$ cat src/rtl/hazard_unit.sv
// Stall/flush controller for the 5-stage MIPS pipeline: load-use bubbles, memory-wait freeze,
// branch squash, plus a saturating stall counter and a sticky memory-timeout flag.
module hazard_unit #(
    parameter int unsigned MEM_TIMEOUT = 64
) (
    input  logic        clk_i,
    input  logic        rst_i,
    input  logic        id_valid_i,
    input  logic [4:0]  id_rs_i,
    input  logic [4:0]  id_rt_i,
    input  logic        id_rs_used_i,
    input  logic        id_rt_used_i,
    input  logic        id_regwrite_i,
    input  logic        id_memread_i,
    input  logic [4:0]  id_dst_i,
    input  logic        branch_taken_i,
    input  logic        mem_access_i,
    input  logic        dmem_ready_i,
    output logic        pc_write_o,
    output logic        ifid_write_o,
    output logic        ifid_flush_o,
    output logic        idex_bubble_o,
    output logic        pipe_hold_o,
    output logic [15:0] stall_cnt_o,
    output logic        mem_timeout_o
);

    localparam logic [7:0] TimeoutCnt = 8'(MEM_TIMEOUT);

    typedef enum logic {StRun, StMemWait} state_e;

    state_e      state_q;
    logic [7:0]  wait_cnt_q;
    logic        mem_timeout_q;
    logic [15:0] stall_cnt_q;
    logic [4:0]  ex_dst_q;
    logic        ex_regwrite_q;
    logic        ex_memread_q;

    logic hold;
    logic luse;
    logic rs_hit;
    logic rt_hit;
    logic count_en;

    assign hold   = mem_access_i & ~dmem_ready_i;
    assign rs_hit = id_rs_used_i & (id_rs_i == ex_dst_q);
    assign rt_hit = id_rt_used_i & (id_rt_i == ex_dst_q);
    assign luse   = id_valid_i & ex_memread_q & ex_regwrite_q & (ex_dst_q != 5'd0)
                  & (rs_hit | rt_hit);
    // Branch flush already removes the dependent instruction, so it is not a stall.
    assign count_en = hold | (luse & ~branch_taken_i);

    always_comb begin
        pc_write_o    = 1'b1;
        ifid_write_o  = 1'b1;
        ifid_flush_o  = 1'b0;
        idex_bubble_o = 1'b0;
        pipe_hold_o   = 1'b0;
        if (!rst_i) begin
            pc_write_o    = 1'b0;
            ifid_write_o  = 1'b0;
            ifid_flush_o  = 1'b1;
            idex_bubble_o = 1'b1;
        end else if (hold) begin
            pc_write_o   = 1'b0;
            ifid_write_o = 1'b0;
            pipe_hold_o  = 1'b1;
        end else if (branch_taken_i) begin
            ifid_flush_o  = 1'b1;
            idex_bubble_o = 1'b1;
        end else if (luse) begin
            pc_write_o    = 1'b0;
            ifid_write_o  = 1'b0;
            idex_bubble_o = 1'b1;
        end
    end

    // Shadow of the ID/EX destination; frozen with the pipeline during a memory hold.
    always_ff @(posedge clk_i or negedge rst_i) begin
        if (!rst_i) begin
            ex_dst_q      <= 5'd0;
            ex_regwrite_q <= 1'b0;
            ex_memread_q  <= 1'b0;
        end else if (!hold) begin
            if (idex_bubble_o || !id_valid_i) begin
                ex_dst_q      <= 5'd0;
                ex_regwrite_q <= 1'b0;
                ex_memread_q  <= 1'b0;
            end else begin
                ex_dst_q      <= id_dst_i;
                ex_regwrite_q <= id_regwrite_i;
                ex_memread_q  <= id_memread_i;
            end
        end
    end

    always_ff @(posedge clk_i or negedge rst_i) begin
        if (!rst_i) begin
            stall_cnt_q <= 16'd0;
        end else if (count_en && stall_cnt_q != 16'hFFFF) begin
            stall_cnt_q <= stall_cnt_q + 16'd1;
        end
    end

    always_ff @(posedge clk_i or negedge rst_i) begin
        if (!rst_i) begin
            state_q       <= StRun;
            wait_cnt_q    <= 8'd0;
            mem_timeout_q <= 1'b0;
        end else begin
            unique case (state_q)
                StRun: begin
                    if (hold) begin
                        state_q    <= StMemWait;
                        wait_cnt_q <= 8'd1;
                        if (TimeoutCnt == 8'd1) mem_timeout_q <= 1'b1;
                    end
                end
                StMemWait: begin
                    if (hold) begin
                        if (wait_cnt_q != 8'hFF) wait_cnt_q <= wait_cnt_q + 8'd1;
                        if (wait_cnt_q + 8'd1 == TimeoutCnt) mem_timeout_q <= 1'b1;
                    end else begin
                        state_q    <= StRun;
                        wait_cnt_q <= 8'd0;
                    end
                end
                default: state_q <= StRun;
            endcase
        end
    end

    assign stall_cnt_o   = stall_cnt_q;
    assign mem_timeout_o = mem_timeout_q;

endmodule

$ cat config.mk
export PLATFORM = sky130hd
export DESIGN_NAME = hazard_unit
export DESIGN_NICKNAME = d
export VERILOG_FILES = /design/src/rtl/hazard_unit.sv
export SDC_FILE = /design/constraint.sdc
export NUM_CORES = 1
export LEC_CHECK = 0
export ABC_AREA = 1
export BUFFER_PORTS_ARGS = -buffer_cell sky130_fd_sc_hd__buf_2
export CAP_MARGIN = 0
export CELL_PAD_IN_SITES_DETAIL_PLACEMENT = 0
export CELL_PAD_IN_SITES_GLOBAL_PLACEMENT = 1
export CORE_AREA = 2 2 76 78
export CTS_BUF_LIST = sky130_fd_sc_hd__clkbuf_16
export CTS_CLUSTER_SIZE = 40
export DETAILED_ROUTE_END_ITERATION = 10
export DIE_AREA = 0 0 78 80
export MAX_ROUTING_LAYER = met4
export PLACE_DENSITY_LB_ADDON = 0.1
export SETUP_SLACK_MARGIN = 0.02
export SLEW_MARGIN = 25
export SYNTH_ARGS = -nofsm -noshare
export SYNTH_HDL_FRONTEND = slang
export SYNTH_SLANG_ARGS = --single-unit
$ cat constraint.sdc
create_clock -name clk_i -period 4.35 [get_ports clk_i]
set_input_delay 0.2175 -clock clk_i [delete_from_list [all_inputs] [get_ports clk_i]]
set_output_delay 0.2175 -clock clk_i [all_outputs]
set_load 0.03 [all_outputs]
== Yosys cells after proc, flatten, opt, wreduce, memory -nomap -nowiden ==
Index checks and enable logic that the tools add are counted.

* Register bits: 33
* Input port bits: 25
* Logic and storage cells: 55

* $add $sub $neg: 2
* Eq/ne operators: 7
* Multiplexer cells: 20
* Bitwise operators: 13
* Reduce and logical (&&, ||, !) cells: 6

{| class="wikitable"
|+ Operators by type and width
! cell !! number
|-
| $mux W8 || 3
|-
| $add A16 B1 Y16 const B || 1
|-
| $ne A16 B16 Y1 const B || 1
|-
| $pmux W8 S2 || 1
|-
| $mux W1 || 15
|-
| $eq A5 B5 Y1 || 2
|-
| $add A8 B1 Y8 const B || 1
|-
| $and A1 B1 Y1 || 8
|-
| $eq A8 B7 Y1 const B || 1
|-
| $ne A8 B8 Y1 const B || 1
|-
| $mux W5 || 1
|-
| $reduce_bool A5 Y1 || 1
|-
| $ne A3 B2 Y1 const B || 1
|-
| $not A1 Y1 || 3
|-
| $reduce_and A3 Y1 || 1
|-
| $ne A2 B2 Y1 const B || 1
|-
| $or A1 B1 Y1 || 2
|-
| $reduce_and A2 Y1 || 1
|-
| $logic_and A1 B1 Y1 || 1
|-
| $logic_not A1 Y1 || 1
|-
| $logic_or A1 B1 Y1 || 1
|}

== Depth between registers and ports, before layout ==
* Depth after elaboration: 10
* Mapped depth: 12

== Worst setup path before layout ==
No wires, ideal clock.

* Kind: register to output
* Start: register ex_dst_q[2]
* End: output pc_write_o
* Arrival: 1817 ps
* Data required time: 4133 ps
* Slack: 2316 ps
* Stages on the path, launching flop included: 10
* Buffers on the path: 2
* Cell sequence: dfrtp_1 > inv_1 > nand4_1 > o21bai_1 > inv_1 > nand3_1 > nand2_2 > buf_2 > nor2_1 > buf_4

* Word-level cells in the longest chain between the ends: 8
* Elaborated cells on any way between the ends: 12
* Classes of those cells: 2 x eq/ne; 4 x mux; 5 x bitwise; 1 x reduce/logical

{| class="wikitable"
|+ Ends and longest elaborated chain
! element !! RTL line !! RTL
|-
| from (decl) || 36 || <nowiki>logic [4:0] ex_dst_q;</nowiki>
|-
| from (signal assigned) || 91 || <nowiki>ex_dst_q <= id_dst_i;</nowiki>
|-
| $eq A5 B5 Y1, on equally long branches || 47, 48 ||
|-
| $and A1 B1 Y1, on equally long branches || 47, 48 ||
|-
| $or A1 B1 Y1 || 50 || <nowiki>& (rs_hit | rt_hit);</nowiki>
|-
| $and A1 B1 Y1 * || 50 ||
|-
| $mux W1 * (4 in series) || n/a ||
|-
| to (decl) || 19 || <nowiki>output logic pc_write_o,</nowiki>
|}

Every way passes the cells marked *; elsewhere a longest branch is shown, timed or not.

== Worst setup path after layout ==
* Start: register ex_dst_q[2]
* End: output ifid_write_o

* Word-level cells in the longest chain between the ends: 8
* Elaborated cells on any way between the ends: 12
* Classes of those cells: 2 x eq/ne; 4 x mux; 5 x bitwise; 1 x reduce/logical

{| class="wikitable"
|+ Ends and longest elaborated chain
! element !! RTL line !! RTL
|-
| $eq A5 B5 Y1, on equally long branches || 47, 48 ||
|-
| $and A1 B1 Y1, on equally long branches || 47, 48 ||
|-
| $or A1 B1 Y1 || 50 ||
|-
| $and A1 B1 Y1 * || 50 ||
|-
| $mux W1 * || 72 || <nowiki>end else if (luse) begin</nowiki>
|-
| $mux W1 * || 69 || <nowiki>end else if (branch_taken_i) begin</nowiki>
|-
| $mux W1 * || 65 || <nowiki>end else if (hold) begin</nowiki>
|-
| $mux W1 * || 60 || <nowiki>if (!rst_i) begin</nowiki>
|-
| to (decl) || 20 || <nowiki>output logic ifid_write_o,</nowiki>
|}

Marks and branches as above.

==> run_summary.xml <==
<?xml version="1.0" encoding="UTF-8"?>
<metrics>
  <group name="yosys">
    <metric name="synthTopCellsByCount" unit="">nand2_1 (97), inv_1 (46), dfrtp_1 (33)</metric>
    <metric name="synthesis.yosys.warnings" unit="">0</metric>
    <metric name="synth_edf_count" unit="">0</metric>
    <metric name="synth.top_cell.area_share" unit="">0.390</metric>
    <metric name="yosys.cell_types.count" unit="">27</metric>
    <metric name="post-synth-top-area-cell" unit="">dfrtp_1</metric>
    <metric name="synth.area.top_cells" unit="">dfrtp_1 (39%), nand2_1 (17%), inv_1 (8.2%), nand3_1 (7.1%), nor2_1 (4.8%)</metric>
    <metric name="syn_nets" unit="">327</metric>
    <metric name="syn_inst" unit="">299</metric>
    <metric name="synth_async_sr_flop_share" unit="">1.00</metric>
    <metric name="synthesis.area" unit="µm²">2120</metric>
    <metric name="synth-seq-cells" unit="">33</metric>
    <metric name="synth-main-ff-cell" unit="">dfrtp_1</metric>
    <metric name="ys_seq_area_frac" unit="">0.390</metric>
    <metric name="post-synth-top-count-cell" unit="">nand2_1</metric>
    <metric name="syn_area_cell" unit="µm²">7.08</metric>
  </group>
  <group name="placed_design">
    <metric name="portBuffers" unit="">46</metric>
    <metric name="place_hpwl" unit="mm">3.42</metric>
    <metric name="placed_cells" unit="">411</metric>
    <metric name="place_worst_setup_slack" unit="ns">2.23</metric>
    <metric name="gp_routability_congestion" unit="">0.861</metric>
    <metric name="post_dp_cell_area" unit="µm²">2400</metric>
  </group>
  <group name="die">
    <metric name="start_util" unit="">0.392</metric>
    <metric name="pin_count" unit="">47</metric>
    <metric name="die_x" unit="µm">78</metric>
    <metric name="die_area" unit="µm²">6240</metric>
    <metric name="fp.coreArea" unit="µm²">5410</metric>
    <metric name="die_h" unit="µm">80</metric>
    <metric name="num_rows" unit="">27</metric>
  </group>
  <group name="drt">
    <metric name="drtPass1Iterations" unit="">4</metric>
    <metric name="wirelength" unit="mm">4.80</metric>
    <metric name="wl_per_cell" unit="µm">11.4</metric>
    <metric name="average_via_count_per_standard_cell" unit="">4.59</metric>
    <metric name="detailedRoute.firstIterationViolations" unit="">99</metric>
    <metric name="ant_nets" unit="">0</metric>
    <metric name="via_total_after_detailed_routing" unit="">1924</metric>
    <metric name="route.detailed.drc" unit="">0</metric>
  </group>
  <group name="sta">
    <metric name="fmax" unit="MHz">466</metric>
    <metric name="hold_violations" unit="">0</metric>
    <metric name="timing.clock.skew" unit="ns">0.00674</metric>
    <metric name="setup-tns-final" unit="ns">0</metric>
    <metric name="relSlewSlack" unit="">0.489</metric>
    <metric name="fin_ws" unit="ns">2.20</metric>
    <metric name="layout_min_cycle_time" unit="ns">2.15</metric>
    <metric name="timing_worst_slew_pin_value" unit="ns">0.767</metric>
    <metric name="finalCritPeriodShare" unit="">0.493</metric>
    <metric name="final_max_slew_viol_count" unit="">0</metric>
    <metric name="number_of_endpoints_failing_setup_at_the_final_stage" unit="">0</metric>
    <metric name="setup_repair_after_global_routing_missed_its_margin" unit="">false</metric>
  </group>
  <group name="worst_setup_path">
    <metric name="required_arrival_time_at_the_worst_endpoint" unit="ns">4.13</metric>
    <metric name="ff_to_ff_end" unit="">stall_cnt_o[7]$_DFFE_PN0P_</metric>
    <metric name="worst-endpoint-arrival" unit="ns">1.93</metric>
    <metric name="worstPathMaxFanout" unit="">18</metric>
    <metric name="critPathLaunchType" unit="">flip-flop</metric>
    <metric name="ff2ff_setup_slack" unit="ns">2.37</metric>
    <metric name="criticalPathCategory" unit="">reg -&gt; out</metric>
    <metric name="timing.reg2reg.worst_path_depth" unit="">9</metric>
    <metric name="crit_path_end" unit="">ifid_write_o</metric>
    <metric name="r2r_start" unit="">stall_cnt_o[0]$_DFFE_PN0P_</metric>
    <metric name="worstSetupStartpoint" unit="">ex_dst_q[2]$_DFFE_PN0N_</metric>
    <metric name="timing.critical_path.to_type" unit="">output pin</metric>
  </group>
  <group name="finish">
    <metric name="flow.area_growth_from_synthesis" unit="%">21.0</metric>
    <metric name="fin_area" unit="µm²">2560</metric>
    <metric name="layout.filler_cells" unit="">593</metric>
    <metric name="antenna_cells" unit="">0</metric>
    <metric name="layout-drive-gt1-share" unit="">0.176</metric>
    <metric name="nNetsFinal" unit="">374</metric>
    <metric name="final-instance-count-excl-fill" unit="">419</metric>
  </group>
  <group name="power_and_ir_drop">
    <metric name="power_leakage" unit="nW">1.46</metric>
    <metric name="irDropWorstVdd" unit="mV">0.212</metric>
    <metric name="power_per_cell_area" unit="nW/µm²">355</metric>
  </group>
  <group name="cts">
    <metric name="postCtsResizedCells" unit="">0</metric>
    <metric name="clk_path_buf_depth" unit="">2</metric>
    <metric name="cts_setup_buffers" unit="">0</metric>
    <metric name="cts.hold.buffers_added" unit="">0</metric>
    <metric name="clock_latency_on_the_worst_skew_pair" unit="ns">0.28</metric>
    <metric name="cts_htree_levels" unit="">2</metric>
    <metric name="tritoncts.num_buffers" unit="">5</metric>
    <metric name="ctsRootBufferMaster" unit="">clkbuf_16</metric>
    <metric name="clock_sinks" unit="">33</metric>
    <metric name="tritoncts" unit="">done</metric>
    <metric name="path_clk_slew" unit="ns">0.06</metric>
  </group>
  <group name="grt">
    <metric name="global_route_wire_length_before_repair" unit="mm">8.45</metric>
    <metric name="grt_start_max_net_pins" unit="">35</metric>
    <metric name="grtUsageTotal" unit="">0.176</metric>
    <metric name="number_of_antenna_violations_at_the_first_check_in_global_routing" unit="">0</metric>
    <metric name="gr-total-overflow" unit="">0</metric>
    <metric name="grt_pass1_vias" unit="">1844</metric>
  </group>
  <group name="worst_hold_path">
    <metric name="min_path_type" unit="">in -&gt; async</metric>
  </group>
  <group name="outcome">
    <metric name="outcome" unit="">completed</metric>
  </group>
  <group name="flow_run">
    <metric name="cap_violations" unit="">0</metric>
  </group>
</metrics>
[placed cells by master, fill, tap and decap left out]
| master | count |
|---|---|
| o21ai_0 | 3 |
| nand4_1 | 11 |
| ha_1 | 3 |
| nor3_1 | 3 |
| buf_2 | 46 |
| nand2_4 | 1 |
| dfrtp_1 | 33 |
| nand3_2 | 1 |
| o22ai_1 | 4 |
| xnor2_1 | 7 |
| nand2_2 | 2 |
| o21bai_1 | 1 |
| a21oi_1 | 1 |
| clkinv_1 | 1 |
| inv_2 | 1 |
| clkbuf_16 | 5 |
| nand3b_1 | 2 |
| bufinv_16 | 1 |
| nand2_1 | 97 |
| inv_1 | 47 |
| xor2_1 | 11 |
| o21ai_1 | 4 |
| nor2_4 | 3 |
| nand4_4 | 1 |
| o21a_1 | 1 |
| nor2_1 | 27 |
| nand3_1 | 30 |
[flip-flops by register name, summed over array words and instances, names as in the netlist]
name	count
ex_dst_q	5
ex_memread_q	1
ex_regwrite_q	1
mem_timeout_o	1
stall_cnt_o	16
state_q	1
wait_cnt_q	8
[worst max-delay path: stages, from the launching register on]
cell and delay, ns:
dfrtp_1 0.41, inv_1 0.11, nand4_1 0.11, o21bai_1 0.13
inv_1 0.06, nand3_1 0.09, nand2_2 0.24, nor2_1 0.25
buf_2 0.23
[kinds of logic after synthesis]
group,count (synthesis),share of synthesized area
flops,33,0.390
compound gates,14,0.0378
simple gates,178,0.379
fa+ha+maj,3,0.0177
buf+inv,53,0.101
xor+xnor,18,0.0744
[power by group]
| part | internal (mW) | switching [mW] |
|---|---|---|
| Combinational | 0.0537 | 0.103 |
| Clock | 0.266 | 0.127 |
| Sequential | 0.329 | 0.0321 |
| Total | 0.648 | 0.262 |
[metal layers]
metal  up-vias  global-route usage  part of all wire
met5         -                   -                 0
met4         0              0.0632             0.019
met3         9              0.0351             0.048
met2        42               0.284              0.45
met1       845               0.222              0.48
li1       1028                   -                 -
[worst min-delay path by stage]
| stage | slack [ns] | depth (start not counted) | end |
|---|---|---|---|
| after floorplan | -0.08 | 0 | ex_dst_q[0]$_DFFE_PN0N_ |
| after global placement | 0.34 | 1 | wait_cnt_q[6]$_DFFE_PN0P_ |
| after detailed placement | 0.35 | 1 | wait_cnt_q[6]$_DFFE_PN0P_ |
| after CTS | 0.04 | 1 | wait_cnt_q[6]$_DFFE_PN0P_ |
| after global routing | 0.09 | 1 | wait_cnt_q[6]$_DFFE_PN0P_ |
| final | 0.01 | 1 | wait_cnt_q[6]$_DFFE_PN0P_ |
[per-stage QoR]
step	utilization	power, mW	hold slack [ns]
floorplan	-	0.470	-0.0781
global placement	0.444	0.523	0.340
detailed placement	0.444	0.524	0.349
CTS	0.474	0.926	0.0450
global route	0.474	0.962	0.0885
finish	0.474	0.910	0.0124
[final cells by class]
cell class / count / area, µm² / area share
multi-input cells: 213 / 1080 / 0.421
flip-flops and latches: 33 / 826 / 0.322
repair buffers: 46 / 230 / 0.0898
inverters: 47 / 176 / 0.0688
clock buffers: 5 / 125 / 0.0488
well taps: 72 / 90.1 / 0.0351
clock inverters: 3 / 37.5 / 0.0146
No activity file was read; power rests on OpenSTA's default activity.
